File: src/rtl/ahb_cmd_master.sv
// Command/response to AHB-Lite single-transfer master with in-order responses.
// Define AHB_CMD_MASTER_PIPE_EN to overlap address and data phases (2 outstanding).
module ahb_cmd_master (
  input  logic        HCLK,
  input  logic        HRESET,
  input  logic        cmd_valid,
  output logic        cmd_ready,
  input  logic        cmd_write,
  input  logic [2:0]  cmd_size,
  input  logic [31:0] cmd_addr,
  input  logic [31:0] cmd_wdata,
  output logic        rsp_valid,
  input  logic        rsp_ready,
  output logic [31:0] rsp_rdata,
  output logic        rsp_err,
  output logic [31:0] HADDR,
  output logic [1:0]  HTRANS,
  output logic        HWRITE,
  output logic [2:0]  HSIZE,
  output logic [2:0]  HBURST,
  output logic [3:0]  HPROT,
  output logic [31:0] HWDATA,
  input  logic        HREADY,
  input  logic        HRESP,
  input  logic [31:0] HRDATA
);

`ifdef AHB_CMD_MASTER_PIPE_EN
  localparam logic [1:0] LIMIT = 2'd2;
`else
  localparam logic [1:0] LIMIT = 2'd1;
`endif

  logic        a_valid_q, a_valid_d;
  logic        a_bad_q, a_bad_d;
  logic        a_write_q, a_write_d;
  logic [2:0]  a_size_q, a_size_d;
  logic [31:0] a_addr_q, a_addr_d;
  logic [31:0] a_wdata_q, a_wdata_d;
  logic        d_valid_q, d_valid_d;
  logic        d_bad_q, d_bad_d;
  logic        d_write_q, d_write_d;
  logic [31:0] d_wdata_q, d_wdata_d;
  logic [32:0] fifo_q [2];
  logic [32:0] fifo_d [2];
  logic        wp_q, wp_d, rp_q, rp_d;
  logic [1:0]  cnt_q, cnt_d;
  logic [1:0]  out_q, out_d;

  logic        misalign, d_done, a_adv, err_cyc, cancel;
  logic        idle, acc, imm, push, pop;
  logic [32:0] push_data;

  always_comb begin
    misalign = (cmd_size >= 3'd3)
             | ((cmd_size == 3'd1) & cmd_addr[0])
             | ((cmd_size == 3'd2) & (|cmd_addr[1:0]));
    // A bad token never touches the bus, so it retires without HREADY.
    d_done  = d_valid_q & (d_bad_q | HREADY);
    a_adv   = a_valid_q & (a_bad_q ? (~d_valid_q | d_done) : HREADY);
    err_cyc = d_valid_q & ~d_bad_q & HRESP;
    cancel  = err_cyc & ~HREADY & a_valid_q & ~a_bad_q;
    idle    = ~a_valid_q & ~d_valid_q;
`ifdef AHB_CMD_MASTER_PIPE_EN
    cmd_ready = ~HRESET & (out_q < LIMIT)
              & ~(a_valid_q & ~HREADY) & ~err_cyc
              & (~a_valid_q | a_adv);
`else
    cmd_ready = ~HRESET & idle & (cnt_q == 2'd0)
              & (out_q < LIMIT);
`endif
    acc  = cmd_valid & cmd_ready;
    imm  = acc & misalign & idle;
    push = d_done | imm;
    pop  = rsp_valid & rsp_ready;
    if (imm | d_bad_q)
      push_data = {1'b1, 32'h0};
    else
      push_data = {HRESP, d_write_q ? 32'h0 : HRDATA};
  end

  always_comb begin
    a_valid_d = a_valid_q;
    a_bad_d   = a_bad_q;
    a_write_d = a_write_q;
    a_size_d  = a_size_q;
    a_addr_d  = a_addr_q;
    a_wdata_d = a_wdata_q;
    if (acc) begin
      a_valid_d = ~imm;
      a_bad_d   = misalign;
      if (~imm) begin
        a_write_d = cmd_write;
        a_size_d  = cmd_size;
        a_addr_d  = cmd_addr;
        a_wdata_d = cmd_wdata;
      end
    end else if (a_adv) begin
      a_valid_d = 1'b0;
    end else if (cancel) begin
      a_bad_d = 1'b1;
    end
  end

  always_comb begin
    d_valid_d = d_valid_q;
    d_bad_d   = d_bad_q;
    d_write_d = d_write_q;
    d_wdata_d = d_wdata_q;
    if (a_adv) begin
      d_valid_d = 1'b1;
      d_bad_d   = a_bad_q;
      d_write_d = a_write_q;
      d_wdata_d = a_wdata_q;
    end else if (d_done) begin
      d_valid_d = 1'b0;
    end
  end

  always_comb begin
    fifo_d[0] = fifo_q[0];
    fifo_d[1] = fifo_q[1];
    if (push)
      fifo_d[wp_q] = push_data;
    wp_d  = wp_q ^ push;
    rp_d  = rp_q ^ pop;
    cnt_d = cnt_q + {1'b0, push} - {1'b0, pop};
    out_d = out_q + {1'b0, acc} - {1'b0, pop};
  end

  always_ff @(posedge HCLK or posedge HRESET) begin
    if (HRESET) begin
      a_valid_q <= 1'b0;
      a_bad_q   <= 1'b0;
      a_write_q <= 1'b0;
      a_size_q  <= 3'd0;
      a_addr_q  <= 32'h0;
      a_wdata_q <= 32'h0;
      d_valid_q <= 1'b0;
      d_bad_q   <= 1'b0;
      d_write_q <= 1'b0;
      d_wdata_q <= 32'h0;
      fifo_q[0] <= 33'h0;
      fifo_q[1] <= 33'h0;
      wp_q      <= 1'b0;
      rp_q      <= 1'b0;
      cnt_q     <= 2'd0;
      out_q     <= 2'd0;
    end else begin
      a_valid_q <= a_valid_d;
      a_bad_q   <= a_bad_d;
      a_write_q <= a_write_d;
      a_size_q  <= a_size_d;
      a_addr_q  <= a_addr_d;
      a_wdata_q <= a_wdata_d;
      d_valid_q <= d_valid_d;
      d_bad_q   <= d_bad_d;
      d_write_q <= d_write_d;
      d_wdata_q <= d_wdata_d;
      fifo_q[0] <= fifo_d[0];
      fifo_q[1] <= fifo_d[1];
      wp_q      <= wp_d;
      rp_q      <= rp_d;
      cnt_q     <= cnt_d;
      out_q     <= out_d;
    end
  end

  assign HTRANS    = (a_valid_q & ~a_bad_q) ? 2'b10 : 2'b00;
  assign HADDR     = a_addr_q;
  assign HWRITE    = a_write_q;
  assign HSIZE     = a_size_q;
  assign HBURST    = 3'b000;
  assign HPROT     = 4'b0011;
  assign HWDATA    = (d_valid_q & d_write_q & ~d_bad_q) ? d_wdata_q : 32'h0;
  assign rsp_valid = (cnt_q != 2'd0);
  assign rsp_rdata = rsp_valid ? fifo_q[rp_q][31:0] : 32'h0;
  assign rsp_err   = rsp_valid & fifo_q[rp_q][32];

endmodule

File: config.mk
export PLATFORM = sky130hd
export DESIGN_NAME = ahb_cmd_master
export DESIGN_NICKNAME = d
export VERILOG_FILES = /design/src/rtl/ahb_cmd_master.sv
export SDC_FILE = /design/constraint.sdc
export NUM_CORES = 1
export LEC_CHECK = 0
export ABC_AREA = 1
export CORE_AREA = 2 2 131 133
export CTS_CLUSTER_SIZE = 25
export DETAILED_ROUTE_END_ITERATION = 12
export DIE_AREA = 0 0 133 135
export GPL_TIMING_DRIVEN = 0
export PLACE_DENSITY_LB_ADDON = 0.2
export REMOVE_ABC_BUFFERS = 1
export SLEW_MARGIN = 20
export SYNTH_ARGS = -nofsm -noshare
export SYNTH_HDL_FRONTEND = slang
export SYNTH_SLANG_ARGS = --single-unit
File: constraint.sdc
create_clock -name HCLK -period 6.3 [get_ports HCLK]
set_input_delay 0.63 -clock HCLK [delete_from_list [all_inputs] [get_ports HCLK]]
set_output_delay 0.63 -clock HCLK [all_outputs]
set_load 0.02 [all_outputs]
==> results.txt, run 1 <==
The run finished with clean final reports. After the last flow step, the layout net total stands at 1,289. Once the clock tree was built, the resizer swapped 0 gates to a different size.

The switching power was 1.59 mW; the maximum number of pins on one net before global-route repair was 103. The share of the Yosys chip area taken by registers is 55.2%. Port buffering added 209 buffers. Of the cells placed in the final design, the portion with a size suffix greater than 1 is 4.88%.

The core region is 16,400 um2. The synthesized design spends more area on one cell type than any other, namely sky130_fd_sc_hd__dfrtp_1. Worst min-delay path class: flip-flop to flip-flop. Among all cell types in the netlist, the one instantiated most often is sky130_fd_sc_hd__nand2_1.

Static power due to leakage: 5.44 nW. The logs give 27.9% for the relative slew slack and 0 for the number of setup buffers added after CTS. The total of warnings raised by yosys is 0.

IR analysis of the VDD net gives a maximum drop of 205 uV. The number of placed instances with taps included was 1,378; the number of placement rows was 47. Counting instances in the post-synthesis netlist gives the leading cell types as sky130_fd_sc_hd__nand2_1, sky130_fd_sc_hd__dfrtp_1, sky130_fd_sc_hd__inv_1. The clock period could shrink to 4.60 ns.

At the pin with the least slew margin, the transition time is 1.07 ns. The H-tree generated during clock tree synthesis spans 4 levels. Setup repair after global routing left no endpoint under its margin. For this design, the sink count on the clock tree is 177.

Registers are responsible for 41.0% of the overall power. The cell area that synthesis handed to floorplanning was 8020 um2. The die is 133 um wide. Ranked by total cell area, the synthesized netlist is headed by sky130_fd_sc_hd__dfrtp_1, sky130_fd_sc_hd__nand2_1, sky130_fd_sc_hd__inv_1, sky130_fd_sc_hd__nand4_1, sky130_fd_sc_hd__nor2_1. STA classifies the critical path endpoint as a flip-flop. The detailed-router iteration count before antenna repair came out at 7. The floorplan step defined a die boundary enclosing 18,000 um2. Between clock sinks in the finished design, the worst skew comes to 0.0107 ns. The synthesized design contains 0 enable-type register cells. The tools report the total wire length after detailed routing as 20.2 mm. The clock passes through at most 2 buffers.

Of the total power, combinational logic draws 34.5%. The net switching fraction of the power came out at 36.4%. The logs give 22.7% for the global routing usage summed across all routing layers and 6.59 ns for the data required time at the worst endpoint.

The tools report the startpoint type of the worst setup path as a flip-flop. Once detailed placement completed, the half-perimeter wirelength came to 12.6 mm. Routability-driven placement finished with a final weighted congestion of 0.734.

For the initial core utilization, the log shows 48.9%. The worst slack at placement was 2.20 ns; the number of vias per cell was 4.92. The worst path uses 73.1% of the clock period. The max capacitance violation total was 0; the top-area cell type share of the netlist area was 55.2%. The clock network latency to the later pin of the worst-skew pair was 0.42 ns; the ratio of total power to cell area was 402 nW/um2.

STA puts the critical path data arrival time at 4.90 ns. After synthesis, the share of flip-flops with an asynchronous set or reset is 100%. The logs give 1,409 for the post-route non-filler standard cell count and 6,684 for the via count of the first global-routing pass. The number of hold violations in the final report was 0; the layout overhead on the synthesized area was 35.6%.

In the post-route analysis, the smallest setup slack over all paths is 1.70 ns. After detailed routing, the average wire length per cell comes to 14.3 um. The die span in y was 135 um. The hold buffer count at cts is 0, and the antenna diode count is 0.

In the routed design, unresolved DRC markers number 0. For this block, the initial DRC count from the detailed router was 566. Most frequently used flop master after synthesis: sky130_fd_sc_hd__dfrtp_1. The total number of vias is 6,935.

In this run the worst path has a maximum fanout of 36. The count of endpoints failing setup in the final report is 0. The critical path in this run is classified as flip-flop to flip-flop. Synthesis instantiated 23 different standard cells from the library. After synthesis the netlist holds a flip-flop and latch count of 177. Timing would allow up to 217 MHz.

Fill cells in the final layout number 1,370. The total congestion overflow is 0. The root buffer cell chosen for the clock tree is sky130_fd_sc_hd__clkbuf_16. The first global-routing pass estimated 32.7 mm of wire. The number of standard cells after synthesis came out at 1,005. The run gives 0 as the post-route antenna net violation count.

TritonCTS built the clock tree. The run gives 24.4% as the clock network power share. The register clock-pin slew on the reported worst setup and hold paths is 0.06 ns.

The cell-internal power is 2.78 mW, and the number of antenna violations at the first check in global routing is 0. The number of buffers inserted during clock tree synthesis was 17; the synthesized area per cell was 7.98 um2. The tools report the number of slew-limit violations in the final report as 0. In this run the count of I/O pins placed on the die edge is 218.
final timing paths:
check | startpoint | endpoint | slack [ns] | cells after the start
hold / removal | HADDR[26] | HADDR[26] | 0.47 | 2
setup / recovery | cnt_q[1] | fifo_q[42] | 1.70 | 9
setup reg to reg | cnt_q[1] | fifo_q[42] | 1.70 | 9
max in group asynchronous | HRESET | d_write_q | 4.67 | 3
hold reg to reg | HADDR[26] | HADDR[26] | 0.47 | 2
min in group asynchronous | HRESET | fifo_q[28] | 0.70 | 2
routing by layer:
layer	global-route usage [%]	routed length, um
met4	6.69	233
met1	27.9	8370
met3	7.88	1900
met5	0	0
met2	38.0	9700
flip-flops by register name, indices dropped and copies added, names as in the netlist:
name and flops:
rp_q 1, wp_q 1, d_valid_q 1, fifo_q 66, cnt_q 2, a_bad_q 1
a_valid_q 1, d_write_q 1, d_wdata_q 32, a_wdata_q 32, out_q 2, HADDR 32
d_bad_q 1, HWRITE 1, HSIZE 3
worst max-delay path, stage by stage (launching register included):
cell and delay (ns):
sky130_fd_sc_hd__dfrtp_1 0.42, sky130_fd_sc_hd__nor2_4 0.79, sky130_fd_sc_hd__nand2_2 0.14, sky130_fd_sc_hd__nor2_4 0.19
sky130_fd_sc_hd__nand3_4 0.29, sky130_fd_sc_hd__o21ai_0 0.28, sky130_fd_sc_hd__ha_2 0.80, sky130_fd_sc_hd__clkinv_1 1.10
sky130_fd_sc_hd__nand2_1 0.34, sky130_fd_sc_hd__nand2_1 0.11
metrics by stage:
step	setup TNS (ns)	utilization (%)	power, mW	hold slack, ns	area (um2)
floorplan	0	-	2.61	0.449	7690
global placement	-313.69	61.3	3.25	0.453	10100
detailed placement	0	62.6	3.31	0.457	10300
CTS	0	66.3	4.39	0.473	10900
global route	0	66.3	4.64	0.487	10900
finish	0	66.3	4.37	0.472	10900
cells by family (layout without fill, tap and decap cells):
| family | after synthesis | in the layout | synth area share, % |
|---|---|---|---|
| flops | 177 | 177 | 55.2 |
| fa+ha+maj | 6 | 6 | 0.936 |
| xor+xnor | 5 | 5 | 0.546 |
| compound gates | 105 | 105 | 6.62 |
| other cells | 2 | 8 | 0.0937 |
| simple gates | 519 | 519 | 26.7 |
| buf+inv | 191 | 369 | 9.85 |
placed cells by master, fill, tap and decap left out, drive strengths merged:
master	count
clkinv	5
clkbuf	21
buf	12
nand4	64
inv	118
xnor2	3
ha	6
clkdlybuf4s50	209
conb	8
xor2	2
a21oi	33
o211ai	1
o21ai	70
clkinvlp	2
bufinv	2
dfrtp	177
nor2	73
nand3	5
o31ai	1
nand2	377
power by group through the flow:
| stage | combinational [mW] | clock, mW | sequential (mW) |
|---|---|---|---|
| after CTS | 1.52 | 1.08 | 1.79 |
| after detailed placement | 1.51 | 0 | 1.80 |
| after global placement | 1.46 | 0 | 1.79 |
| after floorplan | 0.792 | 0 | 1.82 |
| final | 1.51 | 1.07 | 1.79 |
| after global routing | 1.66 | 1.13 | 1.84 |
cell type report:
cell class              instances  area [um2]  area share, %
repair buffers                221        2270           20.9
flip-flops and latches        177        4430           40.8
clock buffers                  21         480           4.42
clock inverters                10         124           1.14
inverters                     117         447           4.11
well taps                     220         275           2.53
multi-input cells             643        2840           26.2
No activity file was read; power rests on OpenSTA's default activity.
==> run 2: changes to the inputs <==
==> constraint.sdc (replaced) <==
create_clock -name HCLK -period 4.5 [get_ports HCLK]
set_input_delay 0.45 -clock HCLK [delete_from_list [all_inputs] [get_ports HCLK]]
set_output_delay 0.45 -clock HCLK [all_outputs]
set_load 0.02 [all_outputs]
==> run 2 against run 1 <==
Net effect:
- via count grew 1.3%
- combinational power grew 40%
- sequential share of layout area shrank 0.093 points
- critical path depth is the same
- hold slack lost 0.0018 ns
- register-to-register slack lost 1.4 ns
- clock skew shrank 0.0018 ns
- sequential power grew 40%
- clock power grew 39%
- highest routed layer unchanged
==> results.txt, run 2 (synthesis gave the netlist of run 1 again) <==
Commonest cells after routing, fill and taps aside: sky130_fd_sc_hd__nand2_1, sky130_fd_sc_hd__clkdlybuf4s50_1, sky130_fd_sc_hd__dfrtp_1 (unchanged). The run gives 103 (unchanged) as the maximum number of pins on one net before global-route repair. Startpoint type of the worst setup path: a flip-flop (unchanged).

The tools report the number of clock sinks as 177 (unchanged). The final design utilization was 66.4% (was 66.3%); the ratio of total power to cell area was 561 nW/um2 (was 402 nW/um2). The tools report the starting DRC count in detailed routing as 578 (was 566).

The transition time at the pin with the least slew margin was 1.00 ns (was 1.07 ns); the total wire length after detailed routing was 20.3 mm (was 20.2 mm). The tools report the via count of the first global-routing pass as 6,684 (unchanged). The tools report the number of top-level design ports as 218 (unchanged).

The uppermost layer routed is met4 (unchanged). Number of H-tree branching levels: 4 (unchanged). The buffers plus inverters on the worst setup path is 1 (unchanged), and the peak supply drop is 287 uV (was 205 uV).

The ratio of final minimum period to clock period works out to 92.9% (was 73.1%). The die span in y works out to 135 um (unchanged). The number of flip-flops under the largest register name was 66 (unchanged); the layout overhead on the synthesized area was 35.9% (was 35.6%). The filler cell count is 1,371 (was 1,370), and the top fanout value on the critical path is 36 (unchanged). The logs give 0 (unchanged) for the number of antenna violations at the first check in global routing and 18,000 um2 (unchanged) for the total die area.

Most frequent standard cell in the layout excluding fill and tap cells: sky130_fd_sc_hd__nand2_1 (unchanged). The worst min-delay path class is flip-flop to flip-flop (unchanged). The logs give 48.9% (unchanged) for the initial core utilization and 5.44 nW (about the same) for the static power due to leakage. Biggest cell delay along the critical path: 0.90 ns (was 1.10 ns). The startpoint-to-endpoint class of the critical path was flip-flop to flip-flop (unchanged). The run gives 0.734 (unchanged) as the weighted congestion reported at the end of routability-driven placement.

The placed instance area was 10,300 um2 (unchanged). For the hold buffer count at cts, the log shows 0 (unchanged). The met3 wire length was 2.03 mm (was 1.90 mm). The die extent in x came out at 133 um (unchanged).

Critical Path, Cell by Cell: nor2_4 -> nand2_2 -> nor2_4 -> nand3_4 -> o21ai_0 -> ha_2 -> clkinvlp_4 -> nand2_1 -> nand2_1 (was nor2_4 -> nand2_2 -> nor2_4 -> nand3_4 -> o21ai_0 -> ha_2 -> clkinv_1 -> nand2_1 -> nand2_1). Dominant delay contributor by cell family on the critical path: simple AND/OR/NAND/NOR gates (unchanged). The number of vias per cell works out to 4.98 (was 4.92).

The slowest cell on the critical path was sky130_fd_sc_hd__ha_2 (was sky130_fd_sc_hd__clkinv_1). The tools report the global-route wire length before repair as 32.7 mm (unchanged). The logs give 0 (unchanged) for the count of endpoints failing setup in the final report and 4.48 ns (was 4.90 ns) for the data arrival time of the critical path.

For the maximum achievable frequency, the log shows 239 MHz (was 217 MHz). Root cell of the clock tree: sky130_fd_sc_hd__clkbuf_16 (unchanged). Post-route antenna net violation count: 0 (unchanged). The worst setup skew after layout is 0.00887 ns (was 0.0107 ns), and the detailed-router iteration count before antenna repair is 5 (was 7). For the number of nets in the final layout, the log shows 1,290 (was 1,289).

The total congestion overflow is 0 (unchanged), and the port buffer count is 209 (unchanged). The run gives 0 (unchanged) as the number of slew-limit violations in the final report. The number of placement rows was 47 (unchanged). The antenna diode count is 0 (unchanged), and the area taken by flip-flops and latches is 4430 um2 (unchanged). The tools report the core box area as 16,400 um2 (unchanged).

The register clock-pin slew on the reported worst setup and hold paths was 0.07 ns (was 0.06 ns); the met1 layer wirelength in the final routing was 8.34 mm (was 8.37 mm). The average wire per cell in the routed design came out at 14.4 um (was 14.3 um). Register with the most flip-flops: fifo_q (unchanged). The fraction of layout cells with a size suffix above 1 was 5.13% (was 4.88%). The endpoint type of the worst setup path was a flip-flop (unchanged). For the area of combinational cells with multiple inputs, the log shows 2850 um2 (was 2840 um2).

Setup repair after global routing left no endpoint under its margin. TritonCTS built the clock tree. The global routing usage summed across all routing layers came out at 22.7% (unchanged). The remaining design rule violation count is 0 (unchanged), and the minimum period implied by the final worst setup slack is 4.18 ns (was 4.60 ns). The relative slew slack is 32.9% (was 27.9%), and the cell area after layout is 10,900 um2 (about the same). Data required time at the worst endpoint: 4.80 ns (was 6.59 ns). The clock network latency to the later pin of the worst-skew pair is 0.42 ns (about the same).

The number of buffers on the longest clock path was 2 (unchanged); the met2 wire length was 9.68 mm (was 9.70 mm). For the total negative setup slack, the log shows 0 ns (unchanged). The placed wire-length estimate after detailed placement was 12.6 mm (unchanged). The run finished with clean final reports.

The number of buffers inserted during clock tree synthesis is 17 (unchanged), and the total number of vias is 7,022 (was 6,935). The max capacitance violation total is 0 (unchanged). Number of hold violations in the final report: 0 (unchanged).
-- run 2: changes by cell type in the layout (fill, tap and decap cells not counted), sizes merged --
cell,before,now
clkinv,5,3
clkinvlp,2,5
-- run 2: worst paths after layout --
| check | startpoint | slack [ns] | cells past startpoint | endpoint |
|---|---|---|---|---|
| worst max register to register | cnt_q[1] | 0.32 | 9 | fifo_q[42] |
| worst min register to register | HADDR[26] | 0.47 | 2 | HADDR[26] |
| max in group asynchronous | HRESET | 3.04 | 3 | d_write_q |
| min in group asynchronous | HRESET | 0.52 | 2 | fifo_q[28] |
| worst min-delay path | HADDR[26] | 0.47 | 2 | HADDR[26] |
| worst max-delay path | cnt_q[1] | 0.32 | 9 | fifo_q[42] |
-- run 2: where the power goes --
part	total, mW	internal (mW)	leakage (nW)	switching (mW)
combinational	2.12	0.882	2.96	1.24
clock	1.49	0.881	0.293	0.614
sequential	2.51	2.13	2.19	0.382
-- run 2: what timing repair did --
item / 4_1_cts / 5_1_grt
setup buffers: 0 / 0
endpoints found under the setup margin: 0 / 66
gates resized for setup: 0 / 4
-- run 2: layer usage --
layer | GRT usage, % | vias to the layer above
met3 | 7.88 | 25
met2 | 38.0 | 267
met5 | 0 | -
li1 | - | 3441
met4 | 6.69 | 0
met1 | 27.9 | 3289
-- run 2: worst register-to-register path, stage by stage (launching register included) --
cell and delay [ns]:
sky130_fd_sc_hd__dfrtp_1 0.42, sky130_fd_sc_hd__nor2_4 0.77, sky130_fd_sc_hd__nand2_2 0.15, sky130_fd_sc_hd__nor2_4 0.19, sky130_fd_sc_hd__nand3_4 0.29, sky130_fd_sc_hd__o21ai_0 0.35
sky130_fd_sc_hd__ha_2 0.90, sky130_fd_sc_hd__clkinvlp_4 0.68, sky130_fd_sc_hd__nand2_1 0.22, sky130_fd_sc_hd__nand2_1 0.09
-- run 2: area by class of cell --
cell class	count	share of cell area (%)
inverter	117	4.17
clock buffer	21	4.41
clock inverter	10	1.14
sequential	177	40.7
timing repair buffer	221	20.8
multi-input combinational	643	26.2
tap	220	2.53
timing repair inverter	1	0.0689
-- run 2: per-stage QoR --
step	power (mW)	setup slack, ns	cells	hold WS (ns)
after CTS	6.15	0.360	1409	0.473
after detailed placement	4.63	0.446	1378	0.457
after global placement	4.55	-3.23	1366	0.453
final	6.12	0.318	1410	0.470
after global routing	6.50	0.133	1410	0.487
after floorplan	3.66	-0.752	937	0.449
==> run 3: changes to the inputs <==
--- a/config.mk
+++ b/config.mk
@@ -6,10 +6,11 @@
 export NUM_CORES = 1
 export LEC_CHECK = 0
 export ABC_AREA = 1
-export CORE_AREA = 2 2 131 133
+export ABC_CLOCK_PERIOD_IN_PS = 3680
+export CORE_AREA = 2 2 138 140
 export CTS_CLUSTER_SIZE = 25
 export DETAILED_ROUTE_END_ITERATION = 12
-export DIE_AREA = 0 0 133 135
+export DIE_AREA = 0 0 140 142
 export GPL_TIMING_DRIVEN = 0
 export PLACE_DENSITY_LB_ADDON = 0.2
 export REMOVE_ABC_BUFFERS = 1
==> constraint.sdc (replaced) <==
create_clock -name HCLK -period 3.68 [get_ports HCLK]
set_input_delay 0.368 -clock HCLK [delete_from_list [all_inputs] [get_ports HCLK]]
set_output_delay 0.368 -clock HCLK [all_outputs]
set_load 0.02 [all_outputs]
==> run 3 against run 2 <==
Net effect:
- the run now ends with design-rule violations left
- register-to-register slack improved by 0.13 ns
- total power rose by 23%
- combinational power rose by 23%
- largest cell class unchanged
- hold slack got worse by 0.0069 ns
- core utilization fell by 7.2 points
- cell area rose by 0.24%
- sequential power rose by 23%
- largest power group unchanged
- final cell count rose by 1.2%
==> results.txt, run 3 (synthesis gave the netlist of run 1 again) <==
The run finished, with violations left. The final reports fail on design-rule violations. The fraction of layout cells with a size suffix above 1 was 5.28% (was 5.13%); the number of top-level design ports was 218 (unchanged). Critical path launch point: d_bad_q (was cnt_q[1]). For the clock network latency to the later pin of the worst-skew pair, the log shows 0.43 ns (was 0.42 ns). The total number of vias was 6,974 (was 7,022). The logs give 12 (was 0) for the remaining design rule violation count and 43.4% (was 48.9%) for the initial core utilization. Detailed-router iteration count before antenna repair: 9 (was 5). Starting DRC count in detailed routing: 585 (was 578). The via count of the first global-routing pass is 6,727 (was 6,684). The total wire length after detailed routing is 20.8 mm (was 20.3 mm), and the number of cells on the critical path is 4 (was 9). Critical Path, Cell by Cell: inv_2 -> nand3_4 -> nor2_1 -> clkdlybuf4s50_1 (was nor2_4 -> nand2_2 -> nor2_4 -> nand3_4 -> o21ai_0 -> ha_2 -> clkinvlp_4 -> nand2_1 -> nand2_1). The tools report the endpoint of the worst register-to-register path as fifo_q[10] (was fifo_q[42]).

Commonest cells after routing, fill and taps aside: sky130_fd_sc_hd__nand2_1, sky130_fd_sc_hd__clkdlybuf4s50_1, sky130_fd_sc_hd__dfrtp_1 (unchanged). The tools report the worst slack at placement as 0.139 ns (was 0.446 ns). TritonCTS built the clock tree. The tools report the hold buffer count at cts as 0 (unchanged).

The data arrival time of the critical path was 2.90 ns (was 4.48 ns); the number of buffers inserted during clock tree synthesis was 17 (unchanged). Slowest cell on the critical path: sky130_fd_sc_hd__clkdlybuf4s50_1 (was sky130_fd_sc_hd__ha_2). The global routing usage summed across all routing layers is 21.2% (was 22.7%), and the total congestion overflow is 0 (unchanged). The number of hold violations in the final report was 0 (unchanged). The most frequent standard cell in the layout excluding fill and tap cells was sky130_fd_sc_hd__nand2_1 (unchanged).

The number of flip-flops under the largest register name was 66 (unchanged). The number of clock sinks is 177 (unchanged), and the count of endpoints failing setup in the final report is 0 (unchanged). Number of cells on the worst reg-to-reg path: 9 (unchanged). Max capacitance violation total: 0 (unchanged). Root cell of the clock tree: sky130_fd_sc_hd__clkbuf_16 (unchanged). The logs give 356 uV (was 287 uV) for the peak supply drop and 2 (unchanged) for the number of buffers on the longest clock path.

The worst setup slack after layout was 0.413 ns (was 0.318 ns); the ratio of final minimum period to clock period was 88.8%. Launch instance of the worst min-delay path: cmd_addr[24] (was HADDR[26]). The tools report the static power due to leakage as 5.43 nW (was 5.44 nW). The number of placed instances with taps included is 1,394 (was 1,378). The layout overhead on the synthesized area was 36.3% (was 35.9%); the die extent in x was 140 um (was 133 um). The placed wire-length estimate after detailed placement is 12.9 mm (was 12.6 mm). The hold slack is 0.463 ns (was 0.470 ns), and the biggest cell delay along the critical path is 0.64 ns (was 0.90 ns). For the flop-to-flop setup slack, the log shows 0.45 ns (was 0.32 ns). The worst setup skew after layout is 0.0137 ns (was 0.00887 ns). Setup repair after global routing left no endpoint under its margin. The number of vias per cell works out to 4.89 (was 4.98).

The launch point of the worst reg-to-reg path is cnt_q[0] (was cnt_q[1]). The dominant delay contributor by cell family on the critical path is buffers and inverters (was simple AND/OR/NAND/NOR gates). Counting I/O delays and the setup requirement, the final critical path takes 3.27 ns. The logs give 33.8 mm (was 32.7 mm) for the global-route wire length before repair and 98 (was 103) for the maximum number of pins on one net before global-route repair. The tools report the termination of the worst setup path as HWDATA[8] (was fifo_q[42]).

The number of H-tree branching levels is 4 (unchanged). For the data required time at the worst endpoint, the log shows 3.31 ns (was 4.80 ns). The run gives 0 (unchanged) as the number of antenna violations at the first check in global routing. The antenna diode count is 0 (unchanged).

Weighted congestion reported at the end of routability-driven placement: 0.739 (was 0.734). The buffers plus inverters on the worst setup path works out to 2 (was 1). The relative slew slack was 36.3% (was 32.9%); the register clock-pin slew on the reported worst setup and hold paths was 0.07 ns (about the same). The ratio of total power to cell area was 687 nW/um2 (was 561 nW/um2). The number of placement rows is 50 (was 47), and the post-route non-filler standard cell count is 1,427 (was 1,410). Based on the critical path, the design can be clocked at up to 306 MHz. The top fanout value on the critical path was 40 (was 36); the total die area was 19,900 um2 (was 18,000 um2).

The tools report the core box area as 18,500 um2 (was 16,400 um2). The startpoint-to-endpoint class of the critical path was flip-flop to output pin (was flip-flop to flip-flop). The average wire per cell in the routed design was 14.6 um (was 14.4 um).

The tools report the filler cell count as 1,649 (was 1,371). The tools report the endpoint type of the worst setup path as an output pin (was a flip-flop). Register with the most flip-flops: fifo_q (unchanged).

The number of slew-limit violations in the final report is 0 (unchanged), and the transition time at the pin with the least slew margin is 0.954 ns (was 1.00 ns). The number of nets in the final layout came out at 1,292 (was 1,290). The worst min-delay path class was input pin to flip-flop (was flip-flop to flip-flop).

The tools report the post-route antenna net violation count as 0 (unchanged). The startpoint type of the worst setup path is a flip-flop (unchanged). The port buffer count was 209 (unchanged).

The die span in y is 142 um (was 135 um).
==> run 3: stage by stage <==
step,total power [mW],util (%),setup TNS [ns],cell area [um2]
3_3_place_gp,5.59,54.6,-1039.21,10100
2_1_floorplan,4.47,-,-318.70,7690
3_5_place_dp,5.71,56.0,0,10300
6_report,7.50,59.2,0,10900
4_1_cts,7.56,59.1,0,10900
5_1_grt,8.00,59.2,0,10900
==> run 3: where the power goes <==
group / leakage (nW) / internal, mW / switching [mW]
clock: 0.270 / 1.01 / 0.805
sequential: 2.19 / 2.60 / 0.480
combinational: 2.98 / 1.10 / 1.52
==> run 3: worst register-to-register path, delay by kind of cell, from the launching register on <==
kind            cells  cell delay, ns
buf+inv             1            0.51
simple gates        6            1.14
compound gates      1            0.19
flops               1            0.47
fa+ha+maj           1            0.80
==> run 3: per-layer routing <==
metal | wire length (um) | GRT usage, % | share of wire, %
met5 | 0 | 0 | 0
met1 | 8790 | 26.5 | 42
met4 | 187 | 5.05 | 0.90
met2 | 9780 | 35.4 | 47
met3 | 2050 | 7.60 | 9.8
==> run 3: how the worst min path moves through the flow <==
| stage | end | slack [ns] | depth (start not counted) |
|---|---|---|---|
| global route | HADDR[23] | 0.47 | 3 |
| global placement | HADDR[28] | 0.45 | 2 |
| CTS | HADDR[24] | 0.45 | 3 |
| finish | HADDR[24] | 0.46 | 3 |
| detailed placement | HADDR[28] | 0.46 | 2 |
| floorplan | fifo_q[32] | 0.45 | 2 |
==> run 3: cell type report <==
type / count / area, um2 / area share (%)
Multi-Input combinational cell: 644 / 2860 / 26.2
Tap cell: 234 / 293 / 2.68
Clock inverter: 14 / 155 / 1.42
Inverter: 117 / 447 / 4.09
Sequential cell: 177 / 4430 / 40.6
Timing Repair Buffer: 223 / 2310 / 21.2
Clock buffer: 18 / 429 / 3.93
==> run 3: what timing repair did <==
item,4_1_cts,5_1_grt
endpoints found under the setup margin,0,58
hold endpoints to repair,0,0
buffers inserted,0,0
resized for setup,0,1
